## src/rtl/i2c_lm75_responder.sv

```systemverilog
// LM75-style I2C temperature sensor responder.
// Answers at DEV_ADDR and exposes four registers through a 2-bit pointer:
// temperature (snapshotted per read), config (read/write), Thyst and Tos (read-only).
// The SDA output is open-drain: sda_oe=1 pulls the line low.
module i2c_lm75_responder #(
   parameter logic [6:0]  DEV_ADDR = 7'h48,
   parameter logic [15:0] THYST    = 16'h4B00,
   parameter logic [15:0] TOS      = 16'h5000
) (
   input  logic       clk,
   input  logic       rst,
   input  logic       scl_i,
   input  logic       sda_i,
   output logic       sda_oe,
   input  logic [8:0] temp_in,
   output logic [7:0] cfg_out,
   output logic       busy
);

   typedef enum logic [3:0] {
      IDLE, ADDR, ADDR_ACK, PTR, PTR_ACK, WDATA, WDATA_ACK, RDATA, RDATA_ACK, WAIT_STOP
   } state_t;

   logic scl_meta, scl_sync, scl_prev;
   logic sda_meta, sda_sync, sda_prev;

   state_t     state_reg, state_next;
   logic [3:0] cnt_reg, cnt_next;
   logic [7:0] shift_reg, shift_next;
   logic [7:0] tx_reg, tx_next;
   logic       oe_reg, oe_next;
   logic       busy_reg, busy_next;
   logic [7:0] cfg_reg, cfg_next;
   logic [1:0] ptr_reg, ptr_next;
   logic [8:0] snap_reg, snap_next;
   logic       sel_reg, sel_next;

   logic scl_rise, scl_fall, start_det, stop_det;
   logic [7:0] byte_first, byte_next;

   // Byte served for a given pointer and byte-within-register select.
   function automatic logic [7:0] rd_byte(input logic [1:0] p, input logic s,
                                          input logic [8:0] t, input logic [7:0] c);
      logic [7:0] r;
      case (p)
         2'd0:    r = s ? {t[0], 7'b0} : t[8:1];
         2'd1:    r = c;
         2'd2:    r = s ? THYST[7:0] : THYST[15:8];
         default: r = s ? TOS[7:0] : TOS[15:8];
      endcase
      return r;
   endfunction

   // Synchronize the bus pins and keep their previous-cycle values (idle-high after reset).
   always_ff @(posedge clk or negedge rst) begin
      if (!rst) begin
         scl_meta <= 1'b1; scl_sync <= 1'b1; scl_prev <= 1'b1;
         sda_meta <= 1'b1; sda_sync <= 1'b1; sda_prev <= 1'b1;
      end else begin
         scl_meta <= scl_i;    scl_sync <= scl_meta; scl_prev <= scl_sync;
         sda_meta <= sda_i;    sda_sync <= sda_meta; sda_prev <= sda_sync;
      end
   end

   // An SDA transition seen with SCL high (even on the SCL rising cycle) is a bus condition.
   assign scl_rise  = scl_sync & ~scl_prev;
   assign scl_fall  = ~scl_sync & scl_prev;
   assign start_det = scl_sync & sda_prev & ~sda_sync;
   assign stop_det  = scl_sync & ~sda_prev & sda_sync;

   assign byte_first = rd_byte(ptr_reg, 1'b0, snap_reg, cfg_reg);
   assign byte_next  = rd_byte(ptr_reg, ~sel_reg, snap_reg, cfg_reg);

   // State and datapath registers.
   always_ff @(posedge clk or negedge rst) begin
      if (!rst) begin
         state_reg <= IDLE;  cnt_reg  <= '0;   shift_reg <= '0;  tx_reg  <= '0;
         oe_reg    <= 1'b0;  busy_reg <= 1'b0; cfg_reg   <= '0;  ptr_reg <= '0;
         snap_reg  <= '0;    sel_reg  <= 1'b0;
      end else begin
         state_reg <= state_next; cnt_reg  <= cnt_next;  shift_reg <= shift_next; tx_reg  <= tx_next;
         oe_reg    <= oe_next;    busy_reg <= busy_next; cfg_reg   <= cfg_next;   ptr_reg <= ptr_next;
         snap_reg  <= snap_next;  sel_reg  <= sel_next;
      end
   end

   // Next-state logic; SDA drive only changes on SCL falling edges, START/STOP override everything.
   always_comb begin
      state_next = state_reg; cnt_next  = cnt_reg;  shift_next = shift_reg; tx_next  = tx_reg;
      oe_next    = oe_reg;    busy_next = busy_reg; cfg_next   = cfg_reg;   ptr_next = ptr_reg;
      snap_next  = snap_reg;  sel_next  = sel_reg;
      case (state_reg)
         ADDR, PTR, WDATA: begin
            if (scl_rise) begin
               shift_next = {shift_reg[6:0], sda_sync};
               cnt_next   = cnt_reg + 4'd1;
            end else if (scl_fall && cnt_reg == 4'd8) begin
               cnt_next = '0;
               if (state_reg == ADDR) begin
                  if (shift_reg[7:1] == DEV_ADDR) begin
                     state_next = ADDR_ACK;
                     oe_next    = 1'b1;
                     busy_next  = 1'b1;
                     if (shift_reg[0]) snap_next = temp_in;
                  end else begin
                     state_next = WAIT_STOP;
                  end
               end else if (state_reg == PTR) begin
                  ptr_next   = shift_reg[1:0];
                  state_next = PTR_ACK;
                  oe_next    = 1'b1;
               end else begin
                  if (ptr_reg == 2'd1) cfg_next = shift_reg;
                  state_next = WDATA_ACK;
                  oe_next    = 1'b1;
               end
            end
         end
         ADDR_ACK: begin
            if (scl_fall) begin
               cnt_next = '0;
               if (shift_reg[0]) begin
                  state_next = RDATA;
                  sel_next   = 1'b0;
                  tx_next    = byte_first;
                  oe_next    = ~byte_first[7];
               end else begin
                  state_next = PTR;
                  oe_next    = 1'b0;
               end
            end
         end
         PTR_ACK, WDATA_ACK: begin
            if (scl_fall) begin
               state_next = WDATA;
               cnt_next   = '0;
               oe_next    = 1'b0;
            end
         end
         RDATA: begin
            if (scl_fall) begin
               if (cnt_reg == 4'd7) begin
                  state_next = RDATA_ACK;
                  cnt_next   = '0;
                  oe_next    = 1'b0;
               end else begin
                  tx_next  = {tx_reg[6:0], 1'b0};
                  oe_next  = ~tx_reg[6];
                  cnt_next = cnt_reg + 4'd1;
               end
            end
         end
         RDATA_ACK: begin
            if (scl_rise && sda_sync) begin
               state_next = WAIT_STOP;
            end else if (scl_fall) begin
               state_next = RDATA;
               sel_next   = ~sel_reg;
               tx_next    = byte_next;
               oe_next    = ~byte_next[7];
            end
         end
         default: ;
      endcase
      if (stop_det) begin
         state_next = IDLE;
         cnt_next   = '0;
         oe_next    = 1'b0;
         busy_next  = 1'b0;
      end else if (start_det) begin
         state_next = ADDR;
         cnt_next   = '0;
         oe_next    = 1'b0;
         busy_next  = 1'b0;
      end
   end

   assign sda_oe  = oe_reg;
   assign cfg_out = cfg_reg;
   assign busy    = busy_reg;

endmodule

```

## config.mk

```make
export PLATFORM = sky130hd
export DESIGN_NAME = i2c_lm75_responder
export DESIGN_NICKNAME = d
export VERILOG_FILES = /design/src/rtl/i2c_lm75_responder.sv
export SDC_FILE = /design/constraint.sdc
export NUM_CORES = 1
export LEC_CHECK = 0
export ABC_AREA = 1
export CORE_ASPECT_RATIO = 1.4
export CORE_UTILIZATION = 24
export CTS_CLUSTER_DIAMETER = 100
export DETAILED_ROUTE_END_ITERATION = 6
export DONT_BUFFER_PORTS = 1
export PLACE_DENSITY = 0.41
export SLEW_MARGIN = 5
export SYNTH_ARGS = -nofsm -noshare
export SYNTH_HDL_FRONTEND = slang
export SYNTH_SLANG_ARGS = --single-unit
```

## constraint.sdc

```tcl
create_clock -name clk -period 3.1 [get_ports clk]
set_input_delay 0.62 -clock clk [delete_from_list [all_inputs] [get_ports clk]]
set_output_delay 0.62 -clock clk [all_outputs]
set_load 0.01 [all_outputs]
```

==> results of run 1 <==
[metrics by stage]
stage	cells	power [mW]	util (%)
5_1_grt	508	2.68	27.7
3_5_place_dp	500	1.85	26.2
4_1_cts	508	2.49	27.7
6_report	508	2.46	27.7
2_1_floorplan	363	1.62	-
3_3_place_gp	500	1.86	26.2
[worst register-to-register path, delay by kind of cell (launching register included)]
kind,cells,cell delay (ps)
simple gates,6,1380
flops,1,530
buf+inv,1,30
[report_power, final]
part	internal, mW	switching (mW)	total, mW
registers	0.803	0.125	0.928
logic	0.284	0.618	0.902
clock network	0.382	0.245	0.627
total	1.47	0.987	2.46
[cell usage in the layout, fill, tap and decap left out]
master	n
sky130_fd_sc_hd__ha_1	2
sky130_fd_sc_hd__o31ai_1	1
sky130_fd_sc_hd__xor2_1	2
sky130_fd_sc_hd__o22ai_1	1
sky130_fd_sc_hd__clkinv_1	1
sky130_fd_sc_hd__a22oi_1	2
sky130_fd_sc_hd__nor4_4	1
sky130_fd_sc_hd__nor3_1	1
sky130_fd_sc_hd__dfrtp_1	45
sky130_fd_sc_hd__o211ai_1	2
sky130_fd_sc_hd__nand2_1	137
sky130_fd_sc_hd__o21ai_2	1
sky130_fd_sc_hd__a31oi_1	1
sky130_fd_sc_hd__nand4_1	5
sky130_fd_sc_hd__nor2_1	31
sky130_fd_sc_hd__a21oi_4	1
sky130_fd_sc_hd__o221ai_1	1
sky130_fd_sc_hd__nand3_1	34
sky130_fd_sc_hd__nor2_4	3
sky130_fd_sc_hd__clkbuf_1	2
sky130_fd_sc_hd__bufinv_16	1
sky130_fd_sc_hd__o21ai_1	1
sky130_fd_sc_hd__inv_1	36
sky130_fd_sc_hd__o21ai_0	29
sky130_fd_sc_hd__nand2_4	1
sky130_fd_sc_hd__a21oi_1	2
sky130_fd_sc_hd__nand3_2	1
sky130_fd_sc_hd__nor2_2	4
sky130_fd_sc_hd__nand2_2	3
sky130_fd_sc_hd__inv_2	3
sky130_fd_sc_hd__dfstp_2	6
sky130_fd_sc_hd__nand4_2	1
sky130_fd_sc_hd__clkbuf_16	5
[routing by layer]
layer  global-route usage, %  wire length (um)  vias to the layer above
met2                    24.8              3750                       31
li1                        -                 -                     1164
met1                    15.0              3110                     1088
met5                       0                 0                        -
met3                    3.26               244                       11
met4                    6.43               179                        0
[kinds of logic (layout without fill, tap and decap cells)]
| family | count (synthesis) | after routing | synth area share (%) |
|---|---|---|---|
| buf+inv | 44 | 48 | 6.54 |
| compound gates | 42 | 42 | 8.98 |
| simple gates | 222 | 222 | 35.7 |
| flops | 51 | 51 | 47.2 |
| xor+xnor | 2 | 2 | 0.645 |
| fa+ha+maj | 2 | 2 | 0.921 |
[final timing paths]
path                               startpoint                       to  cells after the start
max reg2reg                scl_prev$_DFF_PN1_  snap_reg[4]$_DFFE_PN0P_                      7
max in group asynchronous                 rst       scl_meta$_DFF_PN1_                      0
min reg2reg                sda_meta$_DFF_PN1_       sda_sync$_DFF_PN1_                      0
min in group clk                        sda_i       sda_meta$_DFF_PN1_                      0
max                        scl_prev$_DFF_PN1_  snap_reg[4]$_DFFE_PN0P_                      7
min                                       rst    tx_reg[1]$_DFFE_PN0P_                      0
[final cells by class]
class	instances	area share (%)
clock inverter	1	0.991
tap	141	5.82
inverter	40	4.96
clock buffer	7	4.38
sequential	51	42.4
multi-input combinational	268	41.5
==> results_dict.tcl, run 1 <==
set metrics [dict create \
    status "finished, final reports clean" \
    post-route-cell-area_sq_um 3030 \
    register_area_sq_um 1280 \
    synth-warning-count 0 \
    grt_max_degree 52 \
    finalHoldViolCount 0 \
    setup.reg_to_reg.worst_slack_ps 1050 \
    final_min_period_over_clock_period_pct 66.2 \
    synth.distinct_cells 32 \
    vias 2294 \
    async_flop_share_pct 100 \
    ctsLongestPathBuffers 2 \
    die_h_um 128 \
    multi_input_area_sq_um 1260 \
    report.final.slew_viol_count 0 \
    area_growth_syn_to_fin_pct 11.5 \
    critical_path_buf_inv_count 1 \
    crit_arrival_ps 2240 \
    gpl.final_weighted_congestion 0.832 \
    synthDominantCellAreaShare_pct 41.4 \
    yosys.cell_count.top_type "sky130_fd_sc_hd__nand2_1" \
    cp_top_family "simple AND/OR/NAND/NOR gates" \
    finalSetupViolations 0 \
    maxCapViolations 0 \
    postPlaceCellArea_sq_um 2870 \
    synth_common_cells "sky130_fd_sc_hd__nand2_1, sky130_fd_sc_hd__dfrtp_1, sky130_fd_sc_hd__inv_1" \
    first_global_vias 2414 \
    synthesis.nets 378 \
    synth_top_flop_cell "sky130_fd_sc_hd__dfrtp_1" \
    antenna_found_initial 0 \
    syn-mean-instance-area_sq_um 7.49 \
    drc 0 \
    critical_path_class "reg -> reg" \
    skew_ps 4.98 \
    number_of_antenna_repair_diodes 0 \
    unrepaired_setup_endpoints_after_global_routing "false" \
    worst_setup_path_end_kind "register" \
    cts_hold_buf 0 \
    drive_gt1_share_pct 8.45 \
    fin_ws_ps 1050 \
    worst_hold_slack_ps 17.8 \
    drt_iter0_drc 73 \
    avgViaCountPerCell 4.52 \
    critical_path.most_common_cell "sky130_fd_sc_hd__nand2_1" \
    drt_pass1_iterations 4 \
    grt-ovfl-total 0 \
    insertion_delay_ps 290 \
    postRouteWirelength_mm 7.28 \
    synth_enable_flop_cells 0 \
    post_cts_setup_buffer_count 0 \
    detailedPlace.worstSlack_ps 1050 \
    final_antenna_net_count 0 \
    power_per_cell_area_nw_per_um2 811 \
    design.portCount 23 \
    clock-root-buffer "sky130_fd_sc_hd__clkbuf_16" \
    cts_inserted_buffers 5 \
    flip_flop_count_of_the_largest_register_after_layout 9 \
    tritoncts "yes" \
    hp_class "in -> async" \
    critical_path.max_stage_delay_ps 530 \
    post-synth-top-area-cell "sky130_fd_sc_hd__dfrtp_1" \
    clkSlewWorstSetupHoldPaths_ps 70 \
    hpwl_mm 5.52 \
    global_route_wire_length_before_repair_mm 12.4 \
    core_area_sq_um 10900 \
    ys_ff_latch 51 \
    max_slew_headroom_at_the_worst_pin_pct 56.2 \
    cpMaxStageDelayCell "sky130_fd_sc_hd__dfstp_2" \
    initial_utilization_pct 24.9 \
    worstPathCellList "inv_1, nor2_1, nand3_2, nor4_4, nand2_4, nand2_1, nand2_1" \
    worst-slew-pin-transition_ps 652 \
    ys_seq_area_share_pct 47.2 \
    maximum_fanout_along_the_worst_path 10 \
    ctsResizeCount 0 \
    numPortBuffers 0 \
    ir_worst_vdd_v 0.000240 \
    route.detailed.wl_per_inst_um 14.3 \
    post_synth_instance_area_sq_um 2720 \
    reported_leakage_power_nw 1.50 \
    synth_top_cells_by_area "sky130_fd_sc_hd__dfrtp_1, sky130_fd_sc_hd__nand2_1, sky130_fd_sc_hd__nand3_1" \
    cp_data_required_time_ps 3280 \
    fmax_mhz 487 \
    dieWidth_um 91.9 \
    fin_tns_setup_ps 0 \
    period_minus_slack_ps 2050 \
    post_synthesis_cells 363 \
    placementRows 45 \
    fin_nets 381 \
    nFillCells 1262 \
    cts_htree_levels 2 \
    dieArea_sq_um 11800 \
    clkSinkCount 51 \
    element_type_at_the_critical_path_start "register" \
    track_usage_pct 13.7 \
]
No activity file was read; power rests on OpenSTA's default activity.
==> inputs of run 2 (changes only) <==
Clock period 3.1 ns to 2 ns, I/O delays scaled along.
==> run 2 against run 1 <==
Against the previous run: total power up 54%; hold slack better by 83 ps; clock skew rose by 0.90 ps; register-to-register slack got worse by 840 ps; count of clock-buffer cells in the layout fell by 2; worst setup slack got worse by 840 ps; clock power up 39%; sequential share of layout area down 1.4 points; largest cell class unchanged; highest routed layer unchanged.
==> results_dict.tcl, run 2 (synthesis gave the netlist of run 1 again) <==
set metrics [dict create \
    antenna_found_initial 0 \
    hp_class "in -> reg" \
    clkSlewWorstSetupHoldPaths_ps 70 \
    global_route_wire_length_before_repair_mm 12.4 \
    detailedPlace.worstSlack_ps 115 \
    drc 0 \
    postRouteWirelength_mm 7.41 \
    cpMaxStageDelayCell "sky130_fd_sc_hd__dfstp_2" \
    clkSinkCount 51 \
    worst-slew-pin-transition_ps 370 \
    crit_arrival_ps 1960 \
    ir_worst_vdd_v 0.000409 \
    maximum_fanout_along_the_worst_path 8 \
    unrepaired_setup_endpoints_after_global_routing "false" \
    vias 2368 \
    insertion_delay_ps 290 \
    route.detailed.wl_per_inst_um 14.3 \
    initial_utilization_pct 24.9 \
    cts_htree_levels 2 \
    skew_ps 5.88 \
    number_of_antenna_repair_diodes 0 \
    grt-ovfl-total 0 \
    clock-root-buffer "sky130_fd_sc_hd__clkbuf_16" \
    drt_pass1_iterations 4 \
    element_type_at_the_critical_path_start "register" \
    track_usage_pct 13.7 \
    worstPathCellList "nand3_1, nand2_2, clkinvlp_2, nand4_1, nand3_1, nand2_1, o21ai_1" \
    worst_setup_path_end_kind "register" \
    placementRows 45 \
    dieWidth_um 91.9 \
    grt_max_degree 52 \
    report.final.slew_viol_count 0 \
    area_growth_syn_to_fin_pct 15.1 \
    avgViaCountPerCell 4.55 \
    core_area_sq_um 10900 \
    fin_ws_ps 212 \
    max_slew_headroom_at_the_worst_pin_pct 75.2 \
    layout.cells.most_common "sky130_fd_sc_hd__nand2_1" \
    final_min_period_over_clock_period_pct 89.4 \
    critical_path.most_common_cell "sky130_fd_sc_hd__nand3_1" \
    reported_leakage_power_nw 1.55 \
    drive_gt1_share_pct 11.9 \
    finalHoldViolCount 0 \
    cts_inserted_buffers 5 \
    tritoncts "yes" \
    ctsLongestPathBuffers 2 \
    first_global_vias 2470 \
    design.portCount 23 \
    critical_path.max_stage_delay_ps 570 \
    numPortBuffers 0 \
    cp_data_required_time_ps 2170 \
    maxCapViolations 0 \
    final_antenna_net_count 0 \
    die_h_um 128 \
    fin_nets 393 \
    power_per_cell_area_nw_per_um2 1210 \
    fmax_mhz 559 \
    gpl.final_weighted_congestion 0.790 \
    flip_flop_count_of_the_largest_register_after_layout 9 \
    dieArea_sq_um 11800 \
    critical_path_class "reg -> reg" \
    period_minus_slack_ps 1790 \
    hpwl_mm 5.65 \
    status "finished, final reports clean" \
    drt_iter0_drc 104 \
    fin_tns_setup_ps 0 \
    finalSetupViolations 0 \
    layout.cells.most_common_list "sky130_fd_sc_hd__nand2_1, sky130_fd_sc_hd__dfrtp_1, sky130_fd_sc_hd__inv_1" \
]
==> run 2: path summary, 6_finish.rpt <==
path                                    startpoint                endpoint  slack, ps  depth (start not counted)
min in group asynchronous                      rst  cnt_reg[3]$_DFFE_PN0P_        610                          2
worst min register to register  sda_meta$_DFF_PN1_      sda_sync$_DFF_PN1_        360                          0
worst min-delay path                         sda_i      sda_meta$_DFF_PN1_        100                          0
worst max-delay path            scl_sync$_DFF_PN1_  cnt_reg[2]$_DFFE_PN0P_        210                          7
max in group asynchronous                      rst      sda_sync$_DFF_PN1_       1090                          2
worst max register to register  scl_sync$_DFF_PN1_  cnt_reg[2]$_DFFE_PN0P_        210                          7
==> run 2: critical path: cells and delay by family, from the launching register on <==
kind | cells | cell delay (ps)
buffers and inverters | 1 | 230
DFF | 1 | 570
AOI/OAI and AO/OA | 1 | 60
and+or+nand+nor | 5 | 810
==> run 2: area by class of cell <==
type	count	area, sq um
clock buffers	5	125
clock inverters	3	23.8
fillers	1245	7790
inverters	40	154
multi-input cells	268	1260
flip-flops and latches	51	1280
well taps	141	176
repair buffers	11	105
repair inverters	1	5.00
==> run 2: through the flow <==
step | power, mW | util, % | std cells | hold WS, ps | cell area [sq um]
CTS | 3.84 | 28.5 | 518 | 91.7 | 3110
global route | 4.12 | 28.6 | 520 | 84.4 | 3130
floorplan | 2.52 | - | 363 | 104 | 2720
finish | 3.78 | 28.6 | 520 | 100 | 3130
global placement | 2.91 | 26.8 | 508 | 106 | 2930
detailed placement | 2.91 | 26.8 | 508 | 106 | 2930
==> run 2: where the power goes <==
part	total, mW	switching, mW	internal [mW]
clock	0.874	0.405	0.469
combinational	1.47	1.01	0.466
sequential	1.44	0.193	1.24
total	3.78	1.61	2.18
==> run 2: what timing repair did <==
item | CTS | global route
resized for setup | 0 | 1
setup endpoints to repair | 0 | 7
buffers inserted | 0 | 1
endpoints found under the hold margin | 51 | 0
hold buffers | 2 | 0
==> run 2: per-layer routing <==
metal  global-route usage [%]  routed length [um]
met1                     15.1                3040
met2                     25.4                3990
met3                     3.02                 253
met4                     5.15                 126
met5                        0                   0
